File: src/rtl/hub75_pkg.sv
// Shared types and rd_data field layout for the HUB75 BCM scan driver.
// rd_data packs {r1,g1,b1,r2,g2,b2}, each COLOR_BITS wide, r1 in the top bits.
package hub75_pkg;

    typedef enum logic [2:0] {
        IDLE,
        SHIFT,
        BLANK,
        LATCH,
        DISPLAY
    } scan_state_t;

    localparam int F_R1 = 0;
    localparam int F_G1 = 1;
    localparam int F_B1 = 2;
    localparam int F_R2 = 3;
    localparam int F_G2 = 4;
    localparam int F_B2 = 5;
    localparam int NUM_FIELDS = 6;

    function automatic int field_lsb(input int field, input int color_bits);
        return (NUM_FIELDS - 1 - field) * color_bits;
    endfunction

endpackage

File: src/rtl/hub75_bcm_timer.sv
// Loadable down-counter timing the DISPLAY on-time: BASE_ON << plane cycles.
// done is high while the count sits at zero.
module hub75_bcm_timer #(
    parameter int BASE_ON    = 32,
    parameter int COLOR_BITS = 4,
    parameter int PW         = 2
) (
    input  logic          clk,
    input  logic          reset,
    input  logic          load,
    input  logic [PW-1:0] plane,
    output logic          done
);

    localparam int TW = $clog2(BASE_ON << (COLOR_BITS - 1)) + 1;

    logic [TW-1:0] cnt;

    // Loaded one short so the count reaches zero on the last on-time cycle.
    always_ff @(posedge clk) begin
        if (reset) begin
            cnt <= '0;
        end else if (load) begin
            cnt <= (TW'(BASE_ON) << plane) - 1'b1;
        end else if (cnt != '0) begin
            cnt <= cnt - 1'b1;
        end
    end

    assign done = (cnt == '0);

endmodule

File: src/rtl/hub75_bcm_scanner.sv
// HUB75 scan driver: shifts one bit plane of a row from the framebuffer,
// latches it and shows it for a plane-weighted time (binary code modulation).
module hub75_bcm_scanner
    import hub75_pkg::*;
#(
    parameter int COLS       = 32,
    parameter int ROW_ADDR_W = 3,
    parameter int COLOR_BITS = 4,
    parameter int BASE_ON    = 32,
    parameter int BLANK_CYC  = 2
) (
    input  logic                                  clk,
    input  logic                                  reset,
    input  logic                                  enable,
    output logic [ROW_ADDR_W+$clog2(COLS)-1:0]    rd_addr,
    input  logic [6*COLOR_BITS-1:0]               rd_data,
    output logic                                  r1,
    output logic                                  g1,
    output logic                                  b1,
    output logic                                  r2,
    output logic                                  g2,
    output logic                                  b2,
    output logic [ROW_ADDR_W-1:0]                 abc,
    output logic                                  oclk,
    output logic                                  lat,
    output logic                                  oe_n,
    output logic                                  frame_done
);

    localparam int CCW       = $clog2(COLS);
    localparam int PW        = (COLOR_BITS > 1) ? $clog2(COLOR_BITS) : 1;
    localparam int SHIFT_LEN = 2 * COLS + 2;
    localparam int CW        = $clog2(SHIFT_LEN + BLANK_CYC + 1);

    scan_state_t state, state_next;

    logic [CW-1:0]         cyc;
    logic [CW-1:0]         cyc_inc;
    logic [ROW_ADDR_W-1:0] row;
    logic [ROW_ADDR_W-1:0] row_inc;
    logic [PW-1:0]         plane;
    logic                  plane_last;
    logic                  frame_last;
    logic                  frame_end;
    logic                  done;
    logic [5:0]            plane_bits;

    assign cyc_inc    = cyc + 1'b1;
    assign row_inc    = row + 1'b1;
    assign plane_last = (plane == PW'(COLOR_BITS - 1));
    assign frame_last = plane_last && (row == '1);
    assign frame_end  = (state == DISPLAY) && done && frame_last;

    // Current plane's bit of each colour field, ordered {r1,g1,b1,r2,g2,b2}.
    for (genvar f = 0; f < NUM_FIELDS; f++) begin : g_field
        logic [COLOR_BITS-1:0] fld;
        assign fld = rd_data[field_lsb(f, COLOR_BITS) +: COLOR_BITS];
        assign plane_bits[NUM_FIELDS-1-f] = fld[plane];
    end

    hub75_bcm_timer #(
        .BASE_ON    (BASE_ON),
        .COLOR_BITS (COLOR_BITS),
        .PW         (PW)
    ) u_timer (
        .clk   (clk),
        .reset (reset),
        .load  (state == LATCH),
        .plane (plane),
        .done  (done)
    );

    always_ff @(posedge clk) begin
        if (reset) begin
            state <= IDLE;
        end else begin
            state <= state_next;
        end
    end

    always_comb begin
        state_next = state;
        case (state)
            IDLE:    if (enable) state_next = SHIFT;
            SHIFT:   if (cyc == CW'(SHIFT_LEN - 1)) state_next = BLANK;
            BLANK:   if (cyc == CW'(BLANK_CYC)) state_next = LATCH;
            LATCH:   state_next = DISPLAY;
            DISPLAY: if (done) state_next = (frame_last && !enable) ? IDLE : SHIFT;
            default: state_next = IDLE;
        endcase
    end

    assign oclk = (state == SHIFT) && cyc[0] && (cyc >= CW'(3));
    assign lat  = (state == LATCH);
    assign oe_n = (state != DISPLAY);

    // Odd SHIFT cycles fetch the next column and capture the previous read.
    always_ff @(posedge clk) begin
        if (reset) begin
            cyc        <= '0;
            row        <= '0;
            plane      <= '0;
            rd_addr    <= '0;
            abc        <= '0;
            frame_done <= 1'b0;
            {r1, g1, b1, r2, g2, b2} <= '0;
        end else begin
            frame_done <= frame_end;
            cyc        <= (state_next != state) ? '0 : cyc_inc;
            case (state)
                IDLE: begin
                    if (enable) begin
                        row     <= '0;
                        plane   <= '0;
                        rd_addr <= '0;
                    end
                end
                SHIFT: begin
                    if (cyc[0] && (cyc < CW'(2 * COLS - 1)))
                        rd_addr <= {row, cyc_inc[CCW:1]};
                    if (cyc[0] && (cyc < CW'(2 * COLS)))
                        {r1, g1, b1, r2, g2, b2} <= plane_bits;
                    if (state_next == BLANK)
                        abc <= row;
                end
                DISPLAY: begin
                    if (done) begin
                        if (plane_last) begin
                            plane <= '0;
                            row   <= row_inc;
                        end else begin
                            plane <= plane + 1'b1;
                        end
                        if (state_next == SHIFT)
                            rd_addr <= {(plane_last ? row_inc : row), {CCW{1'b0}}};
                    end
                end
                default: ;
            endcase
        end
    end

endmodule
File: config.mk
export PLATFORM = sky130hd
export DESIGN_NAME = hub75_bcm_scanner
export DESIGN_NICKNAME = d
export VERILOG_FILES = /design/src/rtl/hub75_pkg.sv /design/src/rtl/hub75_bcm_timer.sv /design/src/rtl/hub75_bcm_scanner.sv
export SDC_FILE = /design/constraint.sdc
export NUM_CORES = 1
export LEC_CHECK = 0
export CAP_MARGIN = 10
export CORE_UTILIZATION = 45
export DETAILED_ROUTE_END_ITERATION = 10
export GPL_TIMING_DRIVEN = 0
export PLACE_DENSITY_LB_ADDON = 0.2
export REMOVE_ABC_BUFFERS = 1
export SYNTH_ARGS = -nofsm -noshare
export SYNTH_HDL_FRONTEND = slang
export SYNTH_SLANG_ARGS = --single-unit
File: constraint.sdc
create_clock -name clk -period 6.74 [get_ports clk]
set_clock_uncertainty 0.1 [all_clocks]
set_input_delay 1.011 -clock clk [delete_from_list [all_inputs] [get_ports clk]]
set_output_delay 1.011 -clock clk [all_outputs]
set_load 0.005 [all_outputs]
==> results.json <==
{
  "synth_top_area_frac": 0.3692,
  "clk_path_buf_depth": 2,
  "drc": 0,
  "hold_viol_final": 0,
  "r2r_cells": 6,
  "placed_cell_area_um2": 2781,
  "rsz0062_at_grt": "false",
  "antenna_cells": 0,
  "syn_area_per_cell_um2": 9.333,
  "fin_area_um2": 2880,
  "synthFlopType": "dfxtp_1",
  "area.growth.synth_to_final_pct": 26.48,
  "antenna_found_initial": 0,
  "num_vias": 1895,
  "max_slew.worst_pin.slew_ps": 1193,
  "clock_latency_ps": 290,
  "cts_tree": "done",
  "yosysUniqueCellTypes": 47,
  "cpPeakStageDelay_ps": 590,
  "fp-row-count": 25,
  "synth_top_area_cell": "dfxtp_1",
  "status": "finished, final reports clean",
  "min_period_ps": 3275,
  "maxCapViolCount": 0,
  "layout.nets": 325,
  "synth_edf_count": 0,
  "cts_buffers": 5,
  "viasPerCell": 5.323,
  "hold_class": "reg2reg",
  "core_um2": 4786,
  "rr_endpoint": "rd_addr[6]",
  "async_reset_ff_frac": 0,
  "syn_area_um2": 2277,
  "setup_viol": 0,
  "syn_inst": 244,
  "ctsResizeCount": 0,
  "drtIter0Drc": 116,
  "cts.clk_slew.worst_paths_ps": 80,
  "ys_ff_latch": 42,
  "die_h_um": 73.14,
  "wl_per_cell_um": 13.32,
  "timing.rr.start": "plane[0]",
  "crit_slowest_cell": "dfxtp_1",
  "post-dp-hpwl_um": 3464,
  "crit_chain": "nand3b_1, clkinv_1, clkdlybuf4s50_1",
  "ys_seq_area_frac": 0.3692,
  "grt.overflow.total": 0,
  "cts_root_buf": "clkbuf_8",
  "crit_arrival_ps": 2160,
  "pwr_density_cell_nw_per_um2": 226.3,
  "maxSlewViolCount": 0,
  "gp_congestion": 0.8310,
  "cts_setup_buffers": 0,
  "ys_warn_count": 0,
  "grt_pass1_vias": 1699,
  "min_path_cells": 2,
  "finalCritPeriodShare": 0.4859,
  "h-tree-depth": 2,
  "criticalPathCategory": "reg2out",
  "start_util": 0.4758,
  "worst_setup_path_end_kind": "output port",
  "postRouteAntennaNets": 0,
  "drtPass1Iterations": 4,
  "synthTopCellsByArea": "dfxtp_1, nor2_1, mux4_2",
  "maxSlewHeadroom": 0.2024,
  "dieArea_um2": 5349,
  "p_leak_nw": 1.051,
  "grt_usage": 0.1851,
  "max_freq_mhz": 305.3,
  "grt_max_degree": 35,
  "grt_pass1_wl_um": 7728,
  "drive_above_1_share": 0.1038,
  "portBuffers": 47,
  "io_pins": 48,
  "setup_tns_ps": 0,
  "totalWireLength_um": 4743,
  "rrSetupSlack_ps": 4090,
  "worstPathRequired_ps": 5630,
  "min_from": "rd_addr[1]",
  "cts.sinks": 42,
  "die_x_um": 73.14,
  "start_kind": "flop",
  "holdPathEnd": "rd_addr[1]",
  "vdd_drop_max_uv": 134.7,
  "cp_max_fo": 14,
  "cts_hold_buf": 0
}
cell usage after synthesis, types with 2 or more instances:
cell type and instances:
dfxtp_1 42, nor2_1 37, mux2i_1 11, nor3_1 11
ha_1 10, nand2_1 10, nor2b_1 10, clkbuf_1 9
a21oi_1 8, nand3_1 8, mux2_4 7, o21ai_0 7
inv_1 6, mux4_2 6, xor2_1 6, xnor2_1 5
a211oi_1 4, nand2b_1 4, nor4_1 4, a22oi_1 3
nand3b_1 3, a21o_1 2, a22o_1 2, a31oi_1 2
and3_1 2, mux2_2 2, or3_1 2, or3_2 2
report_power, final:
group	internal (mW)	switching [mW]
Clock	0.0827	0.0852
Sequential	0.269	0.0204
Combinational	0.0938	0.101
stage by stage:
stage	total power [mW]	setup slack [ps]	hold slack (ps)	std cells	util
finish	0.6518	3465	378.2	356	0.6018
global route	0.6936	3279	402.9	356	0.6018
CTS	0.6561	3463	379.6	355	0.6003
detailed placement	0.4886	3383	361.5	347	0.5812
global placement	0.4856	3408	358.8	347	0.5812
floorplan	0.4362	4218	342.6	233	-
flip-flops by register name (all words and copies together) (netlist names):
signal and flops:
cyc 7, g2 1, frame_done 1, u_timer.cnt 9, state 3, abc 3
r2 1, b2 1, rd_addr 8, g1 1, plane 2, row 3
r1 1, b1 1
kinds of logic after synthesis:
kind of cell | share of synthesized area
flip-flops | 0.3692
buffers and inverters | 0.03351
AO/OA/AOI/OAI | 0.1060
multiplexers | 0.1637
adder cells (fa/ha/maj) | 0.05495
AND/OR/NAND/NOR | 0.2302
XOR/XNOR | 0.04231
cell usage in the layout (no fill, tap or decap), types with 5 or more instances in the layout:
master,count
mux2_4,7
nand2_1,10
xnor2_1,5
nor2b_1,10
mux4_2,6
nand3_1,8
nor2_1,37
dfxtp_1,42
inv_1,6
nor3_1,11
a21oi_1,8
o21ai_0,7
clkbuf_8,6
xor2_1,6
clkdlybuf4s50_1,47
ha_1,10
mux2i_1,11
layout make-up:
cell class	count	area (um^2)
sequential	42	840.8
fill	445	1906
timing repair buffer	48	478.0
inverter	7	26.28
clock inverter	1	5.005
tap	67	83.83
clock buffer	7	86.33
multi-input combinational	184	1360
critical path: cells and delay by family, from the launching register on:
| kind | cells | cell delay (ps) |
|---|---|---|
| and+or+nand+nor | 1 | 410 |
| buffers and inverters | 2 | 870 |
| DFF | 1 | 590 |
worst max-delay path by stage:
stage / startpoint / depth (start not counted) / slack (ps) / end
after detailed placement: reset / 4 / 3380 / row[0]
after global routing: state[0] / 3 / 3280 / lat
after CTS: state[2] / 3 / 3460 / lat
after floorplan: enable / 4 / 4220 / rd_addr[0]
after global placement: reset / 4 / 3410 / row[0]
final: state[2] / 3 / 3460 / lat
layer usage:
layer  GRT usage  part of all wire
met1      0.2455              0.47
met2      0.3004              0.48
met3     0.03453             0.036
met4     0.06536             0.011
met5           0                 0
Power figures use the tool's default switching activity.
==> RTL edit, RTL diff (same flow settings) <==
The parameter `COLS` goes from 32 to 64.
--- a/src/rtl/hub75_bcm_scanner.sv
+++ b/src/rtl/hub75_bcm_scanner.sv
@@ -5,3 +5,3 @@
 #(
-    parameter int COLS       = 32,
+    parameter int COLS       = 64,
     parameter int ROW_ADDR_W = 3,
Interface: changed (resized rd_addr); port bits go from 48 to 49. No check against the original RTL was run, so the function may have changed too.
==> RTL edit against the unedited design <==
  * Sequential cell count is 2 higher
  * Wire length is 13% higher
  * Worst setup slack worse by 140 ps
  * Cell count is 7.3% higher
  * Total power is 14% higher
  * Area after synthesis is 4.5% higher
  * Hold slack worse by 16 ps
  * Fmax is 4.2% lower
  * Cell area is 5.0% higher
  * Global-route usage is 2.1 points higher
  * Largest power group unchanged
==> RTL edit: results (changes against the unedited design) <==
metric,value,unit,change
routability cong.,0.862,,was 0.831
metal2 WL,2.53,mm,was 2.30 mm
Critical Path AT,2310,ps,was 2160 ps
sequential area share after synthesis,37.0,%,was 36.9%
vias in the first global route,1844,,was 1699
"Max FO, Critical Path",9,,was 14
post-DR vias/cell,5.56,,was 5.32
status,finished clean,,unchanged
Syn Area/Cell,8.75,um2,was 9.33 um2
DP Cell Count,374,,was 347
Power Density,245,nW/um2,was 226 nW/um2
WL final,5.37,mm,was 4.74 mm
Max VDD drop,268,uV,was 135 uV
top sig layer,met4,,unchanged
static leakage,0.00109,uW,was 0.00105 uW
WL met1,2.66,mm,was 2.22 mm
Nets,348,,was 325
Placed Instance Area,2910,um2,was 2780 um2
Synth Area in Compound Gates,15.0,%,was 10.6%
largest net degree at the start of global routing,23,,was 35
Final Instance Count excl. Fillers,382,,was 356
top post-synthesis cells by area,"dfxtp_1 (37%), mux4_2 (5.7%), ha_1 (5.3%)",,"was dfxtp_1 (37%), nor2_1 (6.1%), mux4_2 (5.9%)"
worst slew pin tran,769,ps,was 1190 ps
first-pass GRT wire length,8.80,mm,was 7.73 mm
layout cells sized above 1,7.37,%,was 10.4%
slowest CP cell,nor3_1,,was dfxtp_1
synth cell count leaders,"dfxtp_1 (44), nor2_1 (30), nand2_1 (21)",,"was dfxtp_1 (42), nor2_1 (37), mux2i_1 (11), nor3_1 (11)"
DR WL met3,149,um,was 172 um
post-synth cell types,51,,was 47
clk slew on worst S/H paths,80,ps,about the same
Synth Area in Adders,5.26,%,was 5.49%
grt met2 use,32.1,%,was 30.0%
layout filler cell count,481,,was 445
mux contribution to synthesized area,11.3,%,was 16.4%
M1 GR Usage,29.0,%,was 24.5%
gr usage total,20.6,%,was 18.5%
[RTL edit: final cells by class]
type | count | share of cell area [%]
Tap cell | 70 | 2.90
Clock inverter | 2 | 1.16
Timing Repair Buffer | 49 | 16.8
Multi-Input combinational cell | 203 | 46.6
Inverter | 8 | 0.993
Sequential cell | 44 | 29.1
Clock buffer | 6 | 2.40
[RTL edit: final timing paths]
kind / startpoint / endpoint / slack [ps] / depth (start not counted)
worst max register to register: u_timer.cnt[2] / rd_addr[1] / 4130 / 5
worst min register to register: rd_addr[1] / rd_addr[1] / 360 / 2
worst min-delay path: rd_addr[1] / rd_addr[1] / 360 / 2
worst max-delay path: state[0] / oclk / 3320 / 4
[RTL edit: worst min-delay path, cell delays in order (launching register included)]
cell     delay (ps)
dfxtp_1         310
nand2_1          50
mux2i_1          50
[RTL edit: power by group]
group	total (uW)	internal (uW)	switching (uW)
combinational	227	105	121
sequential	318	287	30.8
clock	197	110	87.0
